**config.mk**
```make
export PLATFORM = sky130hd
export DESIGN_NAME = func_param_flat
export DESIGN_NICKNAME = d
export VERILOG_FILES = /design/src/rtl/func_param_if.sv /design/src/rtl/func_param.sv /design/src/flat_wrapper.sv
export SDC_FILE = /design/constraint.sdc
export NUM_CORES = 1
export LEC_CHECK = 0
export ABC_AREA = 1
export CAP_MARGIN = 0
export CELL_PAD_IN_SITES_DETAIL_PLACEMENT = 0
export CELL_PAD_IN_SITES_GLOBAL_PLACEMENT = 1
export CORE_ASPECT_RATIO = 1.2
export CORE_MARGIN = 2
export CORE_UTILIZATION = 40
export CTS_CLUSTER_SIZE = 28
export DETAILED_ROUTE_END_ITERATION = 12
export GPL_TIMING_DRIVEN = 0
export PLACE_DENSITY = 0.73
export SLEW_MARGIN = 15
export SYNTH_ARGS = -nofsm -noshare
export SYNTH_HDL_FRONTEND = slang
export SYNTH_SLANG_ARGS = --single-unit
```
**constraint.sdc**
```tcl
create_clock -name clk_i -period 7.4 [get_ports clk_i]
set_clock_uncertainty 0.1 [all_clocks]
set_input_delay 1.48 -clock clk_i [delete_from_list [all_inputs] [get_ports clk_i]]
set_output_delay 1.48 -clock clk_i [all_outputs]
set_load 0.005 [all_outputs]
```
**src/rtl/func_param_if.sv**
```systemverilog
// Start/busy/valid handshake bundle for func_param: operands in, result out.
interface func_param_if #(
   parameter int W = 8
);
   localparam int OW = (W + 2) / 2;

   logic [W-1:0]  a_bi;
   logic [W-1:0]  b_bi;
   logic          start_i;
   logic          busy_o;
   logic          valid_o;
   logic [OW-1:0] y_bo;

   modport master (
      output a_bi, b_bi, start_i,
      input  busy_o, valid_o, y_bo
   );

   modport slave (
      input  a_bi, b_bi, start_i,
      output busy_o, valid_o, y_bo
   );
endinterface

```
**src/rtl/func_param.sv**
```systemverilog
// Iterative y = sqrt(a + cbrt(b)) for unsigned W-bit operands, bit-serial engines.
// Optional FUNC_PARAM_ROUND_EN: round the square root to nearest instead of flooring.
module func_param #(
   parameter int W = 8
) (
   input  logic        clk_i,
   input  logic        rst_i,
   func_param_if.slave bus
);
   localparam int CW   = (W + 2) / 3;
   localparam int OW   = (W + 2) / 2;
   localparam int BW   = 3 * CW;
   localparam int CRW  = 2 * CW + 6;
   localparam int SW   = 2 * OW;
   localparam int SRW  = OW + 4;
   localparam int SUMW = W + 1;
   localparam int NW   = $clog2(OW + 1);

   typedef enum logic [1:0] {IDLE, CBRT, SUM, SQRT} state_t;

   state_t         state, state_nx;
   logic [NW-1:0]  cnt;
   logic [W-1:0]   a_q;
   logic [BW-1:0]  b_sh;
   logic [CRW-1:0] c_rem;
   logic [CW-1:0]  c_acc;
   logic [SW-1:0]  s_sh;
   logic [SRW-1:0] s_rem;
   logic [OW-1:0]  s_acc;
   logic           valid_q;
   logic [OW-1:0]  y_q;

   logic [CRW-1:0] c_rem_sh, c_y2, c_cand, c_rem_nx;
   logic [CW-1:0]  c_acc_nx;
   logic           c_ge;
   logic [SRW-1:0] s_rem_sh, s_cand, s_rem_nx;
   logic [OW-1:0]  s_acc_nx, y_fin;
   logic           s_ge;
   logic [SUMW-1:0] sum;

   // Both roots keep a running remainder and shift the next digit group in,
   // so each step only compares against the candidate (2y+1)^k - (2y)^k.
   always_comb begin
      c_rem_sh = (c_rem << 3) | CRW'(b_sh[BW-1 -: 3]);
      c_y2     = CRW'(c_acc) << 1;
      c_cand   = CRW'(3) * c_y2 * (c_y2 + CRW'(1)) + CRW'(1);
      c_ge     = (c_rem_sh >= c_cand);
      c_rem_nx = c_ge ? (c_rem_sh - c_cand) : c_rem_sh;
      c_acc_nx = (c_acc << 1) | CW'(c_ge);

      s_rem_sh = (s_rem << 2) | SRW'(s_sh[SW-1 -: 2]);
      s_cand   = (SRW'(s_acc) << 2) | SRW'(1);
      s_ge     = (s_rem_sh >= s_cand);
      s_rem_nx = s_ge ? (s_rem_sh - s_cand) : s_rem_sh;
      s_acc_nx = (s_acc << 1) | OW'(s_ge);

      y_fin = s_acc_nx;
`ifdef FUNC_PARAM_ROUND_EN
      if (s_rem_nx > SRW'(s_acc_nx)) y_fin = s_acc_nx + OW'(1);
`endif
      sum = SUMW'(a_q) + SUMW'(c_acc);
   end

   always_ff @(posedge clk_i or negedge rst_i) begin
      if (!rst_i) state <= IDLE;
      else        state <= state_nx;
   end

   always_comb begin
      state_nx = state;
      case (state)
         IDLE:    if (bus.start_i) state_nx = CBRT;
         CBRT:    if (cnt == '0) state_nx = SUM;
         SUM:     state_nx = SQRT;
         SQRT:    if (cnt == '0) state_nx = IDLE;
         default: state_nx = IDLE;
      endcase
   end

   always_ff @(posedge clk_i or negedge rst_i) begin
      if (!rst_i) begin
         cnt     <= '0;
         a_q     <= '0;
         b_sh    <= '0;
         c_rem   <= '0;
         c_acc   <= '0;
         s_sh    <= '0;
         s_rem   <= '0;
         s_acc   <= '0;
         valid_q <= 1'b0;
         y_q     <= '0;
      end else begin
         valid_q <= 1'b0;
         case (state)
            IDLE: begin
               if (bus.start_i) begin
                  a_q   <= bus.a_bi;
                  b_sh  <= BW'(bus.b_bi);
                  c_rem <= '0;
                  c_acc <= '0;
                  s_sh  <= '0;
                  s_rem <= '0;
                  s_acc <= '0;
                  cnt   <= NW'(CW - 1);
               end
            end
            CBRT: begin
               b_sh  <= b_sh << 3;
               c_rem <= c_rem_nx;
               c_acc <= c_acc_nx;
               cnt   <= cnt - NW'(1);
            end
            SUM: begin
               s_sh <= SW'(sum);
               cnt  <= NW'(OW - 1);
            end
            SQRT: begin
               s_sh  <= s_sh << 2;
               s_rem <= s_rem_nx;
               s_acc <= s_acc_nx;
               if (cnt == '0) begin
                  y_q     <= y_fin;
                  valid_q <= 1'b1;
               end else begin
                  cnt <= cnt - NW'(1);
               end
            end
            default: ;
         endcase
      end
   end

   assign bus.busy_o  = (state != IDLE);
   assign bus.valid_o = valid_q;
   assign bus.y_bo    = y_q;
endmodule
```
**src/flat_wrapper.sv**
```systemverilog
// flat-port wrapper written by rule: the top's interface ports become plain ports
module func_param_flat 
#(
   parameter int W = 8
)
  (clk_i, rst_i, bus_a_bi, bus_b_bi, bus_start_i, bus_busy_o, bus_valid_o, bus_y_bo);
  func_param_if #(.W(W)) bus_i ();
  input  logic clk_i;
  input  logic rst_i;
  input wire logic [$bits(bus_i.a_bi)-1:0] bus_a_bi;
  input wire logic [$bits(bus_i.b_bi)-1:0] bus_b_bi;
  input wire logic [$bits(bus_i.start_i)-1:0] bus_start_i;
  output wire logic [$bits(bus_i.busy_o)-1:0] bus_busy_o;
  output wire logic [$bits(bus_i.valid_o)-1:0] bus_valid_o;
  output wire logic [$bits(bus_i.y_bo)-1:0] bus_y_bo;
  assign bus_i.a_bi = bus_a_bi;
  assign bus_i.b_bi = bus_b_bi;
  assign bus_i.start_i = bus_start_i;
  assign bus_busy_o = bus_i.busy_o;
  assign bus_valid_o = bus_i.valid_o;
  assign bus_y_bo = bus_i.y_bo;
  func_param #(.W(W)) u_core (.clk_i(clk_i), .rst_i(rst_i), .bus(bus_i));
endmodule
```
Yosys cells after proc, flatten, opt, wreduce, memory -nomap -nowiden
Index checks and enable logic that the tools add are counted.
Widths: inputs -> output; s select.
{"block": "classes", "add_sub_neg": 6, "n_mul": 2, "order_cmp": 2, "eq_ne": 7, "n_mux": 23, "n_bitwise": 4, "reduce_logical": 13}
{"cell": "$pmux 9 s2", "n": 2}
{"cell": "$pmux 10 s3", "n": 1}
{"cell": "$mux 9", "n": 3}
{"cell": "$mux 7", "n": 2}
{"cell": "$pmux 7 s2", "n": 1}
{"cell": "$add 12x1->12 const B", "n": 1}
{"cell": "$ge 12x12->1", "n": 1}
{"cell": "$mul 11x12->11", "n": 1}
{"cell": "$or 12x3->12", "n": 1}
{"cell": "$pmux 3 s4", "n": 1}
{"cell": "$reduce_and 2->1", "n": 6}
{"cell": "$mux 10", "n": 1}
{"cell": "$pmux 5 s2", "n": 1}
{"cell": "$add 8x3->9", "n": 1}
{"cell": "$ge 9x7->1", "n": 1}
{"cell": "$mux 3", "n": 3}
{"cell": "$or 9x2->9", "n": 1}
{"cell": "$sub 9x9->9", "n": 1}
{"cell": "$pmux 2 s4", "n": 1}
{"cell": "$sub 7x7->7", "n": 1}
{"cell": "$mux 2", "n": 3}
{"cell": "$pmux 3 s2", "n": 1}
{"cell": "$reduce_bool 2->1", "n": 3}
{"cell": "$add 4x1->5 const B", "n": 1}
{"cell": "other kinds (14)", "n": 18}
{"block": "word_totals", "reg_bits": 62, "inputBits": 19, "wordCells": 68}

Longest topological paths before layout
Gate-level depths: netlist of run 1.
{"block": "depth", "ltp_word": 6, "mapped_depth": 27, "depth_no_buf": 27}

Least setup slack after synthesis of run 1
No wires, ideal clock.
{"block": "synth_timing", "kind": "register to register", "from": "register u_core.c_acc[1]", "to": "register u_core.c_rem[0]", "arrival_ns": 4.991, "setup_slack_ns": 2.191, "stages_incl_launch_ff": 26, "n_path_buf": 0, "cell_sequence": "dfrtp_1 ha_1 fa_1 inv_1 ha_1 inv_1 nand2_1 fa_1 inv_1 fa_1 ha_1 ha_1 nand2_1 nand2_1 o21bai_1 o21ai_0 nand2_1 xor2_1 ha_1 nand2_1 nor3_1 nand3_2 nand2_4 nand2_1 nand3_1 nand2_1"}
{"block": "synth_via", "elab_chain_cells": 6, "word_cells_on_any_way": 7, "cone_classes": "add/sub: 2; mul: 2; order compare: 1; mux: 2"}
{"item": "start: declaration", "line": "func_param.sv:26", "text": "logic [CW-1:0] c_acc;"}
{"item": "start signal: assignment", "line": "func_param.sv:110", "text": "c_acc <= c_acc_nx;"}
{"item": "$mul 2x3->5 or $add 4x1->5 (tied branches)", "line": "func_param.sv:46", "text": "c_cand = CRW'(3) * c_y2 * (c_y2 + CRW'(1)) + CRW'(1);"}
{"item": "$mul 11x12->11 *", "line": "func_param.sv:46"}
{"item": "$add 12x1->12 *", "line": "func_param.sv:46"}
{"item": "$ge 12x12->1 *", "line": "func_param.sv:47", "text": "c_ge = (c_rem_sh >= c_cand);"}
{"item": "$mux 9 *", "line": "func_param.sv:48", "text": "c_rem_nx = c_ge ? (c_rem_sh - c_cand) : c_rem_sh;"}
{"item": "$pmux 9 s2 *", "line": "func_param.sv:94", "text": "case (state)"}
{"item": "end signal: assignment", "line": "func_param.sv:109", "text": "c_rem <= c_rem_nx;"}
{"item": "end: declaration", "line": "func_param.sv:25", "text": "logic [CRW-1:0] c_rem;"}
Mark *: on every way between the ends. The rest lies on a longest branch, timed or not.
A chain may end at the register's enable or synchronous reset.

Worst setup path after layout of run 1
{"block": "layout_timing", "from": "register u_core.c_acc[1]", "to": "register u_core.c_rem[6]"}
{"block": "layout_via", "elab_chain_cells": 6, "word_cells_on_any_way": 8, "cone_classes": "add/sub: 3; mul: 2; order compare: 1; mux: 2"}
{"item": "$mul 2x3->5 or $add 4x1->5 (tied branches)", "line": "func_param.sv:46"}
{"item": "$mul 11x12->11 *", "line": "func_param.sv:46"}
{"item": "$add 12x1->12 *", "line": "func_param.sv:46"}
{"item": "$ge 12x12->1 or $sub 9x9->9 (tied branches)", "line": "func_param.sv:47, func_param.sv:48"}
{"item": "$mux 9 *", "line": "func_param.sv:48"}
{"item": "$pmux 9 s2 *", "line": "func_param.sv:94"}
Marked as above.

==> results.toml, run 1 <==
[run_status]
status = "finished, final reports clean"

[setup_path]
cp_data_arrival_time_ns = 6.04
cp_slowest_cell = "dfrtp_1"
start_kind = "flip-flop"
crit_family = "adder cells"
path_buf_inv = 3
cp.required_ns = 7.51
end_kind = "flip-flop"
max_stage_delay_ns = 0.55
criticalPathCategory = "reg2reg"
cp_max_fo = 11
cpMostUsedCell = "nand2_1"

[die]
die_w_um = 101
chipHeight_um = 120
start_util_pct = 41.0
die_area_um2 = 12100
coreArea_um2 = 11000
io-pin-count = 26
rows = 42

[place]
hpwlAfterDp_mm = 7.99
finalWeightedCongestion = 0.877
portBuffers = 25
place_ws_ns = 1.40

[timing]
whs_ns = 0.370
period_minus_slack_ns = 5.93
setup_tns_ns = 0
worst_slew_pin_slew_ns = 0.800
slew_violations = 0
rsz0062_at_grt = "false"
hold_viol_final = 0
setup_slack_ns = 1.47
period_share_pct = 80.2
max_slew_margin_pct = 46.1
finalSetupViolations = 0
fmaxAchievable_mhz = 169

[layout]
area_delta_synth_final_pct = 16.3
postLayoutCoreUtil_pct = 47.7
num-nets-final = 713
fill_cells = 1111
drive_above_1_share_pct = 5.59
num_antenna_cells = 0

[power_and_ir_drop]
p_leak_nw = 2.84
powerDensity_nw_per_um2 = 519
peakVddDrop_mv = 0.204

[logic_synthesis]
synth_top_area_cell = "dfrtp_1"
synth_edf_count = 0
synthFlopType = "dfrtp_1"
synth_area_leaders = "dfrtp_1 34%, nand2_1 15%, ha_1 13%"
synth.yosys.seq_area_share_pct = 34.4
syn_area_um2 = 4510
ys_async_sr_fraction_pct = 100
syn_inst = 602
synth-compound-area-share_pct = 8.91
synthTopCellsByCount = "185 x nand2_1, 94 x inv_1, 62 x dfrtp_1"
syn_avg_cell_area_um2 = 7.49
synthesis.nets = 676
synth_xor_area_share_pct = 2.14
synth_most_common_cell = "nand2_1"
synth_adder_area_share_pct = 16.8
yosysUniqueCellTypes = 35
synth_warnings = 0
ys_ff_latch = 62
synth.mux.area_fraction_pct = 0
synth_top_area_share_pct = 34.4
synth_top_family_by_area = "simple AND/OR/NAND/NOR gates"
yosys.area_share.simple_pct = 28.6

[clock_network]
insertion_delay_ns = 0.33
cts_hold_buf = 0
cts_tree = "built"
clkSinkCount = 62
clock-root-buffer = "clkbuf_16"
ctsResizeCount = 0
cts_buffers = 9
cts_setup_buffers = 0
htree_num_levels = 3
clk_path_buf_depth = 2
clk_pin_slew_ns = 0.06

[route]
routed_wl_mm = 10.4
drc = 0
drt_first_pass_iters = 4
wl_per_cell_um = 13.4
vias = 3866
vias_per_cell = 4.98
ant_nets = 0
drt_iter0_markers = 158

[global_route]
grt-ovfl-total = 0
grt_pass1_wl_mm = 18.3
grt_pass1_vias = 3968
grt_max_degree = 34
antenna_found_initial = 0
grt_usage_pct = 19.0

[worst_hold_path]
hold_class = "reg2reg"

[run]
maxCapViolCount = 0
-- cell usage in the layout, fill, tap and decap left out, types with 3 or more instances in the layout --
cell               n
a21oi_1           28
a31oi_1            5
buf_2              4
buf_4              4
clkbuf_1           4
clkbuf_16          9
clkdlybuf4s50_1   24
dfrtp_1           62
fa_1               9
ha_1              46
inv_1             94
nand2_1          185
nand3_1           59
nand3b_1           6
nand4_1            8
nor2_1            31
nor3_1             3
o21ai_0           18
o22ai_1            7
or2_2              3
xnor2_1            4
xor2_1             7
-- cells by family (layout without fill, tap and decap cells) --
| group | Yosys count | after routing |
|---|---|---|
| compound gates | 68 | 68 |
| buf+inv | 105 | 147 |
| flops | 62 | 62 |
| simple gates | 301 | 301 |
| fa+ha+maj | 55 | 55 |
| xor+xnor | 11 | 11 |
-- worst min-delay path: cells and delay by family, from the launching register on --
family,cells,cell delay (ns)
simple gates,2,0.09
flops,1,0.34
-- final timing paths --
kind	startpoint	to	slack, ns	cells past startpoint
setup / recovery	u_core.c_acc[1]	u_core.c_rem[6]	1.47	25
hold / removal	u_core.b_sh[2]	u_core.b_sh[2]	0.37	2
setup reg to reg	u_core.c_acc[1]	u_core.c_rem[6]	1.47	25
hold reg to reg	u_core.b_sh[2]	u_core.b_sh[2]	0.37	2
max in group asynchronous	rst_i	u_core.a_q[4]	5.69	2
min in group asynchronous	rst_i	u_core.bus.valid_o	0.99	1
-- flip-flops by register name, indices dropped and copies added (netlist names) --
name / cells
u_core.s_rem: 7
u_core.bus.y_bo: 5
u_core.c_acc: 3
u_core.s_acc: 5
u_core.s_sh: 10
u_core.a_q: 8
u_core.c_rem: 9
u_core.cnt: 3
u_core.bus.valid_o: 1
u_core.state: 2
u_core.b_sh: 9
-- where the power goes --
part	leakage, nW	switching, mW	internal (mW)
sequential	0.780	0.119	0.493
clock	0.146	0.153	0.279
combinational	1.91	1.04	0.633
total	2.84	1.32	1.40
-- stage by stage --
stage	power (mW)	instances	instance area (um2)
after floorplan	1.88	602	4510
after CTS	2.75	776	5240
after detailed placement	2.30	760	4940
final	2.72	776	5240
after global placement	2.28	759	4920
after global routing	3.05	776	5240
-- per-layer routing --
| layer | routed length (um) | GRT usage (%) | part of all wire [%] |
|---|---|---|---|
| met5 | 0 | 0 | 0 |
| met4 | 238 | 7.09 | 2.3 |
| met1 | 4580 | 22.6 | 44 |
| met2 | 5330 | 34.2 | 51 |
| met3 | 228 | 3.01 | 2.2 |
-- cell type report --
class,instances,area [um2],area share (%)
plain buffers,10,53.8,1.03
clock buffers,13,260,4.96
clock inverters,3,42.5,0.811
inverters,95,359,6.85
multi-input cells,435,2540,48.5
flip-flops and latches,62,1550,29.6
well taps,132,165,3.15
repair buffers,26,268,5.11
No activity file was read; power rests on OpenSTA's default activity.
==> run 2, diff against run 1 <==
Settings changed: PLACE_DENSITY 0.73 to 0.76.
Clock period 7.4 ns to 5.3 ns, I/O delays scaled along.
==> run 2 against run 1 <==
Net effect: die area is the same; via count grew 1.1%; register-to-register slack lost 1.3 ns; core utilization grew 1.4 points; largest cell class unchanged; largest power group unchanged; highest routed layer unchanged.
==> results.toml, run 2 (synthesis gave the netlist of run 1 again) <==
[layout]
top_register = "u_core.s_sh"
area_delta_synth_final_pct = 19.7
largestRegisters = "u_core.s_sh (10), u_core.b_sh (9), u_core.c_rem (9)"
layout_commonest_cell = "nand2_1"
largest_reg_flops = 10
drive_above_1_share_pct = 8.58
fill_cells = 1138
num-nets-final = 723
num_antenna_cells = 0
final_cell_mix = "184 x nand2_1, 93 x inv_1, 59 x dfrtp_1"
final_cell_area_um2 = 5400
finalNonFillerCells = 785

[power_and_ir_drop]
powerDensity_nw_per_um2 = 729
total_power_mw = 3.93
peakVddDrop_mv = 0.285
p_leak_nw = 2.88

[clock_network]
clock-root-buffer = "clkbuf_16"
insertion_delay_ns = 0.33
clkSinkCount = 62
clk_pin_slew_ns = 0.05
clk_path_buf_depth = 2
cts_buffers = 9
htree_num_levels = 3
cts_tree = "built"

[setup_path]
end_kind = "flip-flop"
timing.rr.end = "u_core.c_rem[1]"
start_kind = "flip-flop"
cp.required_ns = 5.47
rr_worst_depth = 25
r2r-start = "u_core.c_acc[1]"
cp_max_fo = 6
criticalPathCategory = "reg2reg"
r2r_slack_ns = 0.20
cp_data_arrival_time_ns = 5.27

[timing]
hold_viol_final = 0
slew_violations = 0
whs_ns = 0.371
period_share_pct = 96.3
fmaxAchievable_mhz = 196
period_minus_slack_ns = 5.10
setup_tns_ns = 0
finalSetupViolations = 0
worst_slew_pin_slew_ns = 0.759
max_slew_margin_pct = 48.9

[die]
chipHeight_um = 120
start_util_pct = 41.0
rows = 42
coreArea_um2 = 11000
die_area_um2 = 12100
die_w_um = 101
io-pin-count = 26

[route]
ant_nets = 0
drt_iter0_markers = 133
vias = 3910
routed_wl_mm = 10.4
wl_per_cell_um = 13.3
drt_first_pass_iters = 4
vias_per_cell = 4.98
drc = 0

[global_route]
grt_usage_pct = 18.6
grt_max_degree = 34
grt_pass1_vias = 3965
grt_pass1_wl_mm = 18.0
grt-ovfl-total = 0
antenna_found_initial = 0

[place]
portBuffers = 25
place_inst = 760
finalWeightedCongestion = 0.810
placed_area_um2 = 4940
hpwlAfterDp_mm = 7.89

[run]
maxCapViolCount = 0

[run_status]
status = "finished, final reports clean"

[worst_hold_path]
min_path_cells = 2
hold_class = "reg2reg"
min-delay-start = "u_core.b_sh[1]"
hold_end = "u_core.b_sh[1]"
[run 2: cell count changes in the layout (fill, tap and decap cells not counted), sizes merged]
cell / change
clkbuf: -2
clkinvlp: -1
buf: +10
clkinv: +2
[run 2: worst max-delay path by stage]
stage,depth (start not counted),slack [ns],to,startpoint
floorplan,25,0.09,u_core.c_rem[0],u_core.c_acc[1]
global placement,25,-0.57,u_core.c_rem[6],u_core.c_acc[1]
detailed placement,25,-0.64,u_core.c_rem[6],u_core.c_acc[1]
CTS,25,0.004,u_core.c_rem[6],u_core.c_acc[0]
global route,26,-0.04,u_core.c_rem[4],u_core.c_acc[1]
finish,25,0.20,u_core.c_rem[1],u_core.c_acc[1]
[run 2: where the power goes]
part	internal [mW]	switching, mW
Sequential	0.690	0.158
Combinational	0.987	1.53
Clock	0.360	0.208
Total	2.04	1.89
[run 2: cell type report]
type                    instances  area (um2)  area share (%)
multi-input cells             435        2630            48.7
flip-flops and latches         62        1560            28.8
repair buffers                 36         355            6.58
inverters                      95         359            6.65
plain buffers                  10        53.8           0.997
clock buffers                  11         233            4.31
well taps                     132         165            3.06
clock inverters                 4        48.8           0.904
[run 2: metal layers]
layer	wire length [um]	GRT usage [%]	up-vias	share of wire, %
met5	0	0	-	0
met4	268	7.26	0	2.6
met3	207	2.95	16	2.0
met2	5410	33.3	36	52
met1	4520	22.0	1842	43
li1	-	-	2016	-
[run 2: repair_timing]
action,CTS,global route
setup endpoints to repair,10,10
gates resized for setup,8,9
setup buffers,8,2
hold buffers,0,0
pin swaps,3,7
[run 2: critical path: stages, from the launching register on]
cell	delay, ns
dfrtp_2	0.42
buf_4	0.15
fa_1	0.41
inv_1	0.07
ha_1	0.25
inv_2	0.07
nand2_1	0.06
fa_1	0.51
inv_1	0.05
fa_1	0.56
ha_4	0.22
ha_4	0.25
nand2_1	0.06
nand2_1	0.05
o21bai_2	0.21
o21ai_1	0.15
nand2_1	0.07
xor2_1	0.15
ha_1	0.31
nand2_2	0.07
nor3_4	0.25
nand3_4	0.18
buf_4	0.19
nand3_1	0.08
nand3_1	0.07
nand2_1	0.06
[run 2: through the flow]
step,utilization [%],setup slack [ns]
2_1_floorplan,-,0.0915
3_3_place_gp,44.8,-0.571
3_5_place_dp,45.0,-0.635
4_1_cts,48.5,0.00386
5_1_grt,49.1,-0.0443
6_report,49.1,0.197
